`src/rtl/debug_unit_receive_pkg.sv`:
```
// Shared command bytes, halt sentinel and state codes for the debug unit receive path.
package debug_unit_receive_pkg;

  localparam int NB_DATA  = 32;
  localparam int NB_BYTE  = 8;
  localparam int NB_STATE = 3;

  typedef enum logic [NB_STATE-1:0] {
    ST_IDLE      = 3'd0,
    ST_LOAD      = 3'd1,
    ST_WAIT_MODE = 3'd2,
    ST_RUN_CONT  = 3'd3,
    ST_RUN_STEP  = 3'd4
  } state_t;

  localparam logic [NB_BYTE-1:0] CMD_LOAD      = 8'h55;
  localparam logic [NB_BYTE-1:0] CMD_STEP_MODE = 8'h01;
  localparam logic [NB_BYTE-1:0] CMD_CONT_MODE = 8'h00;
  localparam logic [NB_BYTE-1:0] CMD_STEP      = 8'h01;
  localparam logic [NB_DATA-1:0] HALT_WORD     = 32'hFFFF_FFFF;

endpackage

```
`src/rtl/debug_unit_receive.sv`:
```
// Decodes the UART byte stream into instruction-memory writes, a halt sentinel,
// execution-mode selection and step pulses. All outputs are registered.
module debug_unit_receive
  import debug_unit_receive_pkg::*;
(
  input  logic                i_clock,
  input  logic                i_reset,
  input  logic [NB_BYTE-1:0]  i_rx_data,
  input  logic                i_rx_done,
  output logic                o_execution_mode,
  output logic                o_execution_step,
  output logic                o_enable_write_memory,
  output logic                o_done_write_memory,
  output logic [NB_DATA-1:0]  o_data_memory,
  output logic [NB_STATE-1:0] o_state
);

  // Input handshake: i_rx_done is a one-cycle valid strobe with no ready;
  // every cycle it is high one byte is consumed, back-to-back included.

  state_t               state, state_next;
  logic [1:0]           count, count_next;
  logic [NB_DATA-1:0]   shift, shift_next;
  logic [NB_DATA-1:0]   word_in;
  logic                 mode_next, step_next, enable_next, done_next;
  logic [NB_DATA-1:0]   data_next;

  assign word_in = {shift[NB_DATA-NB_BYTE-1:0], i_rx_data};

  always_ff @(posedge i_clock) begin
    if (i_reset) begin
      state                 <= ST_IDLE;
      count                 <= 2'd0;
      shift                 <= '0;
      o_execution_mode      <= 1'b0;
      o_execution_step      <= 1'b0;
      o_enable_write_memory <= 1'b0;
      o_done_write_memory   <= 1'b0;
      o_data_memory         <= '0;
    end else begin
      state                 <= state_next;
      count                 <= count_next;
      shift                 <= shift_next;
      o_execution_mode      <= mode_next;
      o_execution_step      <= step_next;
      o_enable_write_memory <= enable_next;
      o_done_write_memory   <= done_next;
      o_data_memory         <= data_next;
    end
  end

  always_comb begin
    state_next  = state;
    count_next  = count;
    shift_next  = shift;
    mode_next   = o_execution_mode;
    enable_next = o_enable_write_memory;
    data_next   = o_data_memory;
    step_next   = 1'b0;
    done_next   = 1'b0;

    if (i_rx_done) begin
      case (state)
        ST_IDLE: begin
          if (i_rx_data == CMD_LOAD) begin
            state_next  = ST_LOAD;
            enable_next = 1'b1;
            count_next  = 2'd0;
          end
        end
        ST_LOAD: begin
          shift_next = word_in;
          count_next = count + 2'd1;
          // Fourth byte completes the word; the halt word is still written out.
          if (count == 2'd3) begin
            data_next = word_in;
            done_next = 1'b1;
            if (word_in == HALT_WORD) state_next = ST_WAIT_MODE;
          end
        end
        ST_WAIT_MODE: begin
          if (i_rx_data == CMD_STEP_MODE) begin
            state_next  = ST_RUN_STEP;
            mode_next   = 1'b1;
            enable_next = 1'b0;
          end else if (i_rx_data == CMD_CONT_MODE) begin
            state_next  = ST_RUN_CONT;
            mode_next   = 1'b0;
            enable_next = 1'b0;
          end
        end
        ST_RUN_STEP: begin
          if (i_rx_data == CMD_STEP) step_next = 1'b1;
        end
        ST_RUN_CONT: begin
        end
        default: state_next = ST_IDLE;
      endcase
    end else if (!(state inside {ST_IDLE, ST_LOAD, ST_WAIT_MODE, ST_RUN_CONT, ST_RUN_STEP})) begin
      state_next = ST_IDLE;
    end
  end

  assign o_state = state;

endmodule

```
`config.mk`:
```
export PLATFORM = sky130hd
export DESIGN_NAME = debug_unit_receive
export DESIGN_NICKNAME = d
export VERILOG_FILES = /design/src/rtl/debug_unit_receive_pkg.sv /design/src/rtl/debug_unit_receive.sv
export SDC_FILE = /design/constraint.sdc
export NUM_CORES = 1
export LEC_CHECK = 0
export CORE_MARGIN = 2
export CORE_UTILIZATION = 40
export DETAILED_ROUTE_END_ITERATION = 7
export HOLD_SLACK_MARGIN = 0.06
export PLACE_DENSITY = 0.69
export SLEW_MARGIN = 20
export SYNTH_ARGS = -nofsm -noshare
export SYNTH_HDL_FRONTEND = slang
export SYNTH_SLANG_ARGS = --single-unit
```
`constraint.sdc`:
```
create_clock -name i_clock -period 2 [get_ports i_clock]
set_input_delay 0.2 -clock i_clock [delete_from_list [all_inputs] [get_ports i_clock]]
set_output_delay 0.2 -clock i_clock [all_outputs]
set_load 0.1 [all_outputs]
```
==> results.sh, run 1 <==
export IMPL_layout_common_cells="nand2_1, dfxtp_1, buf_4"
export IMPL_hpwlAfterDp_um=3946
export IMPL_sw_frac_of_total=0.2096
export IMPL_synth_seq_area_share=0.5154
export IMPL_gp_congestion=0.8128
export IMPL_dieArea_sq_mm=0.006964
export IMPL_holdPathStages=2
export IMPL_drive_gt1_frac=0.2548
export IMPL_synth_mux_area_frac=0.003964
export IMPL_use_met2=0.2771
export IMPL_fp_row_count=28
export IMPL_coreArea_sq_mm=0.006026
export IMPL_power_frac_seq=0.497
export IMPL_die_width_um=83.45
export IMPL_crit_type="in2reg"
export IMPL_finalCritPeriodShare=0.7787
export IMPL_hold_viol=0
export IMPL_post_cts_resized=0
export IMPL_placed_area_sq_mm=0.003029
export IMPL_synth_compound_area_frac=0.1511
export IMPL_grtUsageMet1=0.2366
export IMPL_ios=50
export IMPL_dr_total_vias=2248
export IMPL_cap_viol_max_count=0
export IMPL_power_w=0.002607
export IMPL_cpPeakStageDelay_ns=0.55
export IMPL_synth_xor_area_share=0
export IMPL_vdd_drop_max_mv=0.4993
export IMPL_finalSetupViolations=0
export IMPL_diodes=0
export IMPL_clkLatencyLatePin_ns=0.34
export IMPL_p_sw_w=0.0005462
export IMPL_fmax_ghz=0.6421
export IMPL_htreeDepth=3
export IMPL_tightest_slew_ns=0.3632
export IMPL_drc_errors=0
export IMPL_finalSetupTns_ns=0
export IMPL_synth_seq_cells=65
export IMPL_cts_sinks=65
export IMPL_syn_area_sq_mm=0.002525
export IMPL_crit_chain="clkdlybuf4s50_1 -> nor4bb_4 -> and2_1 -> buf_12 -> nand2_1 -> a21oi_1"
export IMPL_rsz0062_at_grt="false"
export IMPL_post_place_ws_ns=0.09626
export IMPL_utilization=0.5392
export IMPL_synth_fa_ha_area_frac=0.004955
export IMPL_wl_per_cell_um=13.56
export IMPL_crit_cells=6
export IMPL_totalWireLength_um=5967
export IMPL_internal_power_w=0.002060
export IMPL_clockBufferDepth=2
export IMPL_syn_nets=319
export IMPL_finalNetCount=372
export IMPL_worst_clock_skew_ns=0.008292
export IMPL_synth_cell_type_count=35
export IMPL_nFillCells=593
export IMPL_crit_buf_inv=2
export IMPL_run_status="finished clean"
export IMPL_reg2reg_depth=5
export IMPL_multi_input_area_sq_mm=0.001124
export IMPL_initial_utilization=0.4190
export IMPL_clockPowerShare=0.474
export IMPL_hold_buffers=0
export IMPL_worstSetupEndpointType="register"
export IMPL_crit_family="buffers and inverters"
export IMPL_final_antenna_net_count=0
export IMPL_yosys_warnings=0
export IMPL_cts_clk_slew_worst_paths_ns=0.07
export IMPL_maxSlewViolCount=0
export IMPL_cts_root_buffer="clkbuf_8"
export IMPL_slowest_stage="clkdlybuf4s50_1"
export IMPL_grt_overflow=0
export IMPL_synth_top_family_by_area="simple AND/OR/NAND/NOR gates"
export IMPL_antenna_found_initial=0
export IMPL_vias_per_cell=5.109
export IMPL_grt_usage=0.1787
export IMPL_area_delta_synth_final_pct=28.69
export IMPL_syn_area_per_cell_sq_um=8.225
export IMPL_synth_simple_area_share=0.2790
export IMPL_post_cts_setup_buffer_count=0
export IMPL_startpoint_type="input port"
export IMPL_min_period_ns=1.557
export IMPL_p_leak_nw=1.173
export IMPL_grt_first_pass_wirelength_um=10160
export IMPL_cts_buffers=9
export IMPL_drtIter0Drc=166
export IMPL_p_per_area_mw_per_mm2=802.2
export IMPL_finalWorstSetupSlack_ns=0.4426
export IMPL_portBuffers=49
export IMPL_regArea_sq_mm=0.001305
export IMPL_fp_dieH_um=83.45
export IMPL_worstPathMaxFanout=32
export IMPL_grtUsageMet3=0.05836
export IMPL_cts_tree="yes"
export IMPL_hold_class="in2reg"
export IMPL_final_common_cell="nand2_1"
export IMPL_grt_busiest_layer="met2"
export IMPL_grt_max_degree=49
export IMPL_share_comb_of_total_power=0.030
export IMPL_slew_headroom=0.7560
export IMPL_synthCells=307
export IMPL_finalInstanceArea_sq_mm=0.003249
export IMPL_arrival_ns=1.83
export IMPL_drt_first_pass_iters=4
export IMPL_grt_pass1_vias=2144
export IMPL_cp_required_ns=2.27
## path summary, 6_finish.rpt
path	from	slack (ns)	to
setup / recovery	i_rx_done	0.44	o_data_memory[25]
hold / removal	i_reset	0.24	o_execution_mode
setup reg to reg	o_state[2]	0.50	o_data_memory[25]
hold reg to reg	o_data_memory[31]	0.45	o_data_memory[31]
## metrics by stage
| stage | hold WS (ns) | instances |
|---|---|---|
| after floorplan | 0.3360 | 307 |
| after global placement | 0.4435 | 424 |
| after detailed placement | 0.4473 | 424 |
| after CTS | 0.2284 | 440 |
| after global routing | 0.2307 | 440 |
| final | 0.2368 | 440 |
## synthesized netlist by cell type (all sizes together)
library cell,instances,area share
a211o,1,0.0035
a211oi,1,0.0030
a21boi,1,0.0030
a21oi,56,0.13
a31oi,1,0.0025
and2,1,0.0025
and3,4,0.0099
and3b,1,0.0035
and4,1,0.0035
buf,7,0.026
clkbuf,12,0.018
dfxtp,65,0.52
ha,1,0.0050
inv,1,0.0015
mux2i,1,0.0040
nand2,117,0.18
nand2b,2,0.0050
nand3,3,0.0059
nand3b,1,0.0030
nand4,8,0.020
nor2,6,0.0089
nor2b,2,0.0050
nor3,2,0.0040
nor3b,2,0.0059
nor4,3,0.0074
nor4bb,2,0.0079
o2111ai,1,0.0035
o21a,1,0.0030
o21ai,2,0.0040
or4,1,0.0030
## cell families (layout without fill, tap and decap cells)
group / count (synthesis) / in the layout
AO/OA/AOI/OAI: 64 / 64
AND/OR/NAND/NOR: 156 / 156
flip-flops: 65 / 65
buffers and inverters: 20 / 78
multiplexers: 1 / 1
adder cells (fa/ha/maj): 1 / 1
## power by group through the flow
stage               logic (W)  registers [W]  clock network [W]
floorplan           0.0000292        0.00133                  0
global placement    0.0000783        0.00132                  0
detailed placement  0.0000771        0.00132                  0
CTS                 0.0000773        0.00129            0.00127
global route        0.0000823        0.00129            0.00133
finish              0.0000774        0.00129            0.00123
## registers in the layout, indices dropped and copies added (netlist names)
name,cells
o_execution_mode,1
o_enable_write_memory,1
o_done_write_memory,1
shift,24
o_state,3
o_data_memory,32
count,2
o_execution_step,1
## cell type report
class / count / area share
flip-flops and latches: 65 / 0.4016
multi-input cells: 222 / 0.3458
repair buffers: 61 / 0.1548
clock buffers: 11 / 0.04351
well taps: 75 / 0.02888
clock inverters: 5 / 0.02426
inverters: 1 / 0.001155
## routing by layer
layer | vias to the layer above | part of all wire
met5 | - | 0
met4 | 0 | 0.010
met3 | 10 | 0.056
met2 | 67 | 0.45
met1 | 1037 | 0.48
li1 | 1134 | -
Power figures use the tool's default switching activity.
==> inputs of run 2 (changes only) <==
--- a/config.mk
+++ b/config.mk
@@ -9,7 +9,7 @@
 export CORE_UTILIZATION = 40
 export DETAILED_ROUTE_END_ITERATION = 7
 export HOLD_SLACK_MARGIN = 0.06
-export PLACE_DENSITY = 0.69
+export PLACE_DENSITY = 0.72
 export SLEW_MARGIN = 20
 export SYNTH_ARGS = -nofsm -noshare
 export SYNTH_HDL_FRONTEND = slang
==> constraint.sdc (replaced) <==
create_clock -name i_clock -period 1.35 [get_ports i_clock]
set_input_delay 0.135 -clock i_clock [delete_from_list [all_inputs] [get_ports i_clock]]
set_output_delay 0.135 -clock i_clock [all_outputs]
set_load 0.1 [all_outputs]
==> run 2 against run 1 <==
  * The run now ends with setup timing left
  * Clock power rose by 32%
  * Worst setup slack lost 0.48 ns
  * Cell area up 24%
  * Cell count increased by 5.7%
==> results.sh, run 2 (synthesized netlist as in run 1, its figures left out) <==
export IMPL_largest_reg_flops=32
export IMPL_cts_sinks=65
export IMPL_drc_errors=0
export IMPL_cap_viol_max_count=0
export IMPL_grt_overflow=0
export IMPL_top_register="o_data_memory"
export IMPL_run_status="finished, violations left"
export IMPL_arrival_ns=1.66
export IMPL_cts_buffers=9
export IMPL_worstPathMaxFanout=15
export IMPL_grt_pass1_vias=2370
export IMPL_grt_max_degree=59
export IMPL_maxSlewViolCount=0
export IMPL_die_width_um=83.45
export IMPL_rsz0062_at_grt="true"
export IMPL_htreeDepth=3
export IMPL_power_w=0.003660
export IMPL_cpPeakStageDelay_ns=0.38
export IMPL_finalCritPeriodShare=1.031
export IMPL_hold_viol=0
export IMPL_hold_class="in2reg"
export IMPL_clkLatencyLatePin_ns=0.34
export IMPL_finalSetupViolations=23
export IMPL_wl_per_cell_um=14.03
export IMPL_hpwlAfterDp_um=4535
export IMPL_p_leak_nw=1.444
export IMPL_vias_per_cell=5.146
export IMPL_drt_first_pass_iters=4
export IMPL_coreArea_sq_mm=0.006026
export IMPL_gp_congestion=0.8492
export IMPL_ios=50
export IMPL_slew_headroom=0.7798
export IMPL_min_period_ns=1.392
export IMPL_drtIter0Drc=188
export IMPL_fp_row_count=28
export IMPL_tightest_slew_ns=0.3303
export IMPL_placed_area_sq_mm=0.003747
export IMPL_hold_buffers=0
export IMPL_vdd_drop_max_mv=0.7040
export IMPL_antenna_found_initial=0
export IMPL_cp_required_ns=1.62
export IMPL_area_delta_synth_final_pct=59.02
export IMPL_placedCellCount=450
export IMPL_dieArea_sq_mm=0.006964
export IMPL_finalInstanceArea_sq_mm=0.004015
export IMPL_post_cts_setup_buffer_count=0
export IMPL_fp_dieH_um=83.45
export IMPL_post_place_ws_ns=-0.3909
export IMPL_finalWorstSetupSlack_ns=-0.04171
export IMPL_crit_chain="nor4bb_4 -> and2_4 -> buf_12 -> nand2_1 -> a21oi_2"
export IMPL_worstSetupEndpointType="register"
export IMPL_slowest_stage="dfxtp_4"
export IMPL_worst_clock_skew_ns=0.009505
export IMPL_grt_first_pass_wirelength_um=10870
export IMPL_startpoint_type="register"
export IMPL_p_per_area_mw_per_mm2=911.5
export IMPL_cts_tree="yes"
export IMPL_hold_ws_ns=0.1343
export IMPL_crit_start="o_state[1]"
export IMPL_initial_utilization=0.4190
export IMPL_crit_type="reg2reg"
export IMPL_final_cells=465
export IMPL_grt_usage=0.1937
export IMPL_totalWireLength_um=6526
export IMPL_drive_gt1_frac=0.3436
export IMPL_cts_clk_slew_worst_paths_ns=0.07
export IMPL_r2r_start="o_state[1]"
export IMPL_diodes=0
export IMPL_clockBufferDepth=2
export IMPL_final_antenna_net_count=0
export IMPL_finalNetCount=398
export IMPL_fmax_ghz=0.7185
export IMPL_hp_start="i_reset"
export IMPL_dr_total_vias=2393
export IMPL_rrSetupSlack_ns=-0.04
export IMPL_layout_common_cells="nand2_1, dfxtp_1, buf_12"
export IMPL_cts_root_buffer="clkbuf_8"
export IMPL_violations="setup timing"
export IMPL_portBuffers=49
export IMPL_final_common_cell="nand2_1"
## run 2: cell count changes in the layout (fill, tap and decap cells not counted), sizes merged
| cell | previous run | this run |
|---|---|---|
| clkbuf | 11 | 10 |
| clkinvlp | 0 | 1 |
| bufinv | 2 | 1 |
| buf | 52 | 78 |
| dlymetal6s2s | 0 | 2 |
| clkdlybuf4s50 | 9 | 5 |
| dlygate4sd2 | 0 | 2 |
## run 2: what timing repair did
| item | in CTS | in global routing |
|---|---|---|
| gates resized for setup | 6 | 16 |
| cloned | 0 | 0 |
| pin swaps | 1 | 3 |
| setup endpoints to repair | 14 | 61 |
## run 2: area by class of cell
| cell class | count | area [sq um] |
|---|---|---|
| clock buffer | 10 | 137.6 |
| clock inverter | 5 | 56.30 |
| fill | 482 | 2011 |
| inverter | 1 | 3.754 |
| multi-input combinational | 222 | 1182 |
| sequential | 65 | 1320 |
| tap | 75 | 93.84 |
| timing repair buffer | 87 | 1221 |
## run 2: routing by layer
| metal | part of all wire | track usage | up-vias |
|---|---|---|---|
| li1 | - | - | 1184 |
| met1 | 0.44 | 0.2514 | 1102 |
| met2 | 0.47 | 0.2940 | 90 |
| met3 | 0.065 | 0.06429 | 17 |
| met4 | 0.023 | 0.08504 | 0 |
| met5 | 0 | 0 | - |
## run 2: per-stage QoR
stage	utilization	TNS [ns]
3_5_place_dp	0.6219	-21.27
4_1_cts	0.6561	-0.3602
6_report	0.6663	-0.3368
2_1_floorplan	-	-8.016
5_1_grt	0.6663	-3.665
3_3_place_gp	0.6219	-18.67
## run 2: final timing paths
check,end,cells past startpoint
worst max-delay path,o_data_memory[7],5
worst max register to register,o_data_memory[7],5
worst min-delay path,o_enable_write_memory,2
worst min register to register,count[0],1
## run 2: power by group
part | switching [W] | internal [W] | total, W
clock | 0.000730 | 0.000888 | 0.00162
sequential | 0.000000608 | 0.00191 | 0.00191
combinational | 0.0000767 | 0.0000542 | 0.000131
total | 0.000808 | 0.00285 | 0.00366
## run 2: critical path, delay by kind of cell, from the launching register on
kind                   cells  cell delay [ns]
DFF                        1             0.38
and+or+nand+nor            3             0.66
AOI/OAI and AO/OA          1             0.13
buffers and inverters      1             0.15
==> variant 1: new RTL, flow settings as in run 2 <==
`NB_DATA`: 32 -> 64.
--- a/src/rtl/debug_unit_receive_pkg.sv
+++ b/src/rtl/debug_unit_receive_pkg.sv
@@ -2,5 +2,5 @@
 package debug_unit_receive_pkg;
 
-  localparam int NB_DATA  = 32;
+  localparam int NB_DATA  = 64;
   localparam int NB_BYTE  = 8;
   localparam int NB_STATE = 3;
Ports: changed (resized o_data_memory); port bits go from 50 to 82. No check against the original RTL was run, so the function may have changed too.
==> variant 1 against run 2 <==
The flow still finishes with violations (negative setup slack). Synthesized area grew 84%. Sequential cell count grew 64. Non-clock buffer count grew 141. Cell area grew to 2.7 times the old value. Sequential power grew 99%. Wire length grew to 4.8 times the old value. Worst setup slack lost 1.4 ns. Power grew 140%.
==> variant 1: results (changes against run 2) <==
status:
  failed_checks: "negative setup slack"
  status: "finished, violations left"
placed_design:
  io_buffers: 81  # +65%
  place.gp.congestion: 0.807  # -5.0%
  dp.cells: 867  # +93%
critical_path:
  critPathCapture: "o_state[1]"
  r2r-start: "shift[26]"
  cp_max_fo: 2  # -13
  slowest_stage: "nor4_1"
global_route:
  grt_pass1_vias: 6257  # +160%
  track_usage: 0.378  # +0.185
  grtUsageMet2: 0.618  # +0.324
synth:
  synth_fp_nets: 608  # +91%
  synth_area_leaders: "dfxtp_1 56%, nand2_1 20%, a21oi_1 13%, clkbuf_1 3.3%, nand4_1 1.1%"
  synth_commonest_cells: "246 x nand2_1, 129 x dfxtp_1, 125 x a21oi_1"
power_and_ir_drop:
  pg_comb_w: 0.000270  # +110%
  pg_seq_w: 0.00380  # +99%
  swShare: 0.257  # +0.0361
  p_leak_nw: 4.40  # +200%
layout:
  largest_reg_flops: 64  # +100%
  multi_input_gates: 424  # +91%
  multi_input_area_sq_um: 3930  # +230%
  nNonClkInverters: 2  # +1
  fillers: 215  # -55%
  seq_share: 0.240  # -0.0892
cts:
  cts.sinks: 129  # +98%
  htreeDepth: 4  # +1
  clock_latency_ns: 0.44  # +0.10 ns
sta:
  finalSetupViolCount: 128  # +460%
  finalWorstSetupSlack_ns: -1.48  # -1.43 ns
  hold_slack_ns: 0.111  # -0.0232 ns
  finClkSkew_ns: 0.00843  # -0.00108 ns
route:
  via_per_inst: 6.64  # +29%
  routed-wl-met3_mm: 3.38  # +700%
  wl_met2_mm: 14.3  # +370%
  firstDrtPassIters: 5  # +1
min_path:
  min_from: "i_rx_data[1]"
  holdPathEnd: "o_data_memory[1]"
-- variant 1: logic make-up after synthesis --
group	count (synthesis)	share of synthesized area
mux	3	0.00647
simple gates	291	0.259
fa+ha+maj	1	0.00269
flops	129	0.556
buf+inv	43	0.0348
compound gates	129	0.141
-- variant 1: timing repair --
item,in CTS,in global routing
gates resized for setup,304,330
setup endpoints to repair,125,129
pin swaps,84,144
gates cloned,29,5
endpoints found under the hold margin,0,0
buffers inserted,21,16
-- variant 1: through the flow --
stage	setup slack, ns	total power [W]	util	area, sq um	TNS [ns]
finish	-1.48	0.00891	0.953	10800	-30.72
floorplan	-0.939	0.00395	-	4900	-25.33
CTS	-1.10	0.00852	0.840	9550	-22.21
global route	-1.37	0.00900	0.953	10800	-33.86
detailed placement	-1.31	0.00405	0.613	6970	-62.34
global placement	-1.29	0.00404	0.613	6970	-55.69
==> variant 2: new RTL, flow settings as in run 2 <==
Without the edit above. Make the reset (`i_reset`) asynchronous in one clocked block.
--- a/src/rtl/debug_unit_receive.sv
+++ b/src/rtl/debug_unit_receive.sv
@@ -28,5 +28,5 @@
   assign word_in = {shift[NB_DATA-NB_BYTE-1:0], i_rx_data};
 
-  always_ff @(posedge i_clock) begin
+  always_ff @(posedge i_clock or posedge i_reset) begin
     if (i_reset) begin
       state                 <= ST_IDLE;
Check against the original RTL: differs if i_reset is asserted again (counterexample within 4 cycles, from zero or initial values and one cycle with i_reset high); with i_reset held inactive, the same outputs for 10 cycles.
==> variant 2 against run 2 <==
The run still ends with negative setup slack left. Sequential share of layout area increased by 1.8 points. Highest routed layer unchanged. Worst setup slack got worse by 0.40 ns. Synthesized area increased by 5.7%. Sequential cell count unchanged. Cell area increased by 18%. Maximum frequency decreased by 22%. Wire length increased by 32%.
Power is not compared: it rests on default switching activity, and its combinational part moved more than twofold at a synthesized area within 25%.
==> variant 2: results (changes against run 2) <==
layout:
  drive_gt1_frac: 0.508  # +0.165
  final_nets: 369  # -7.3%
route:
  routed-wl-met3_um: 587  # +39%
  wl_met2_mm: 4.40  # +43%
  wl_mm: 8.63  # +32%
  post_drt_wl_per_cell_um: 19.7  # +40%
  wl_met1_mm: 3.28  # +14%
global_route:
  use_met1: 0.276  # +0.0241
  track_usage: 0.221  # +0.0277
  grtUsageMet3: 0.0539  # -0.0104
status:
  failed_checks: "negative setup slack"
  status: "finished, violations left"
sta:
  finalWorstSetupSlack_ns: -0.441  # -0.399 ns
  finalSetupViolCount: 66  # +190%
  finClkSkew_ns: 0.00916  # -0.000343 ns
  hold_slack_ns: 0.0822  # -0.0521 ns
synth:
  ys_seq_area_frac: 0.609  # +0.0938
  synth_cell_types: 31  # -11%
  syn-mean-instance-area_sq_um: 11.4  # +39%
  synthArstFlopShare: 1.00  # +1.00
placed_design:
  place.gp.congestion: 0.879  # +3.5%
  place_area_sq_um: 4230  # +13%
  dp.cells: 407  # -9.6%
critical_path:
  arrival_ns: 2.02  # +0.36 ns
  cpLargestDelayFamily: "flip-flops"
  slowest_delay_ns: 0.50  # +0.12 ns
min_path:
  worstHoldPathType: "in2async"
==> variant 2: cell count changes after synthesis, sizes merged, moves of 4 or more <==
cell / delta
dfrtp: +65
dfxtp: -65
nand2: -36
clkbuf: -8
a21oi: -53
nand3: +4
mux2: +33
==> variant 2: stage by stage <==
| step | setup TNS (ns) | util | power [W] | worst slack (ns) |
|---|---|---|---|---|
| 4_1_cts | -8.97 | 0.719 | 0.0117 | -0.306 |
| 5_1_grt | -22.82 | 0.740 | 0.0125 | -0.456 |
| 2_1_floorplan | -19.17 | - | 0.00707 | -0.511 |
| 3_3_place_gp | -20.26 | 0.662 | 0.00959 | -0.517 |
| 3_5_place_dp | -20.81 | 0.662 | 0.00971 | -0.592 |
| 6_report | -20.19 | 0.740 | 0.0121 | -0.441 |
==> variant 2: worst max-delay path by stage <==
stage                  from    endpoint
3_3_place_gp   i_rx_data[5]  o_state[1]
3_5_place_dp   i_rx_data[7]  o_state[1]
4_1_cts          o_state[2]  o_state[0]
6_report         o_state[2]  o_state[0]
5_1_grt          o_state[2]  o_state[0]
2_1_floorplan    o_state[0]  o_state[0]
==> variant 2: cell families after synthesis <==
logic type,Yosys count,synth area share
and+or+nand+nor,112,0.189
DFF,65,0.609
muxes,34,0.143
buffers and inverters,13,0.0309
AOI/OAI and AO/OA,9,0.0234
adders and majority gates,1,0.00469
==> variant 2: layout make-up <==
cell class              count  area, sq um
multi-input cells         156         1180
well taps                  77         96.3
repair buffers            122         1590
clock inverters             3         65.1
fillers                   368         1660
clock buffers              13          139
flip-flops and latches     65         1640
inverters                   3         17.5
==> variant 2: repair_timing <==
item | in CTS | in global routing
gates resized for setup | 16 | 18
endpoints found under the setup margin | 65 | 66
pin swaps | 6 | 6
setup buffers | 7 | 8
cloned | 2 | 4
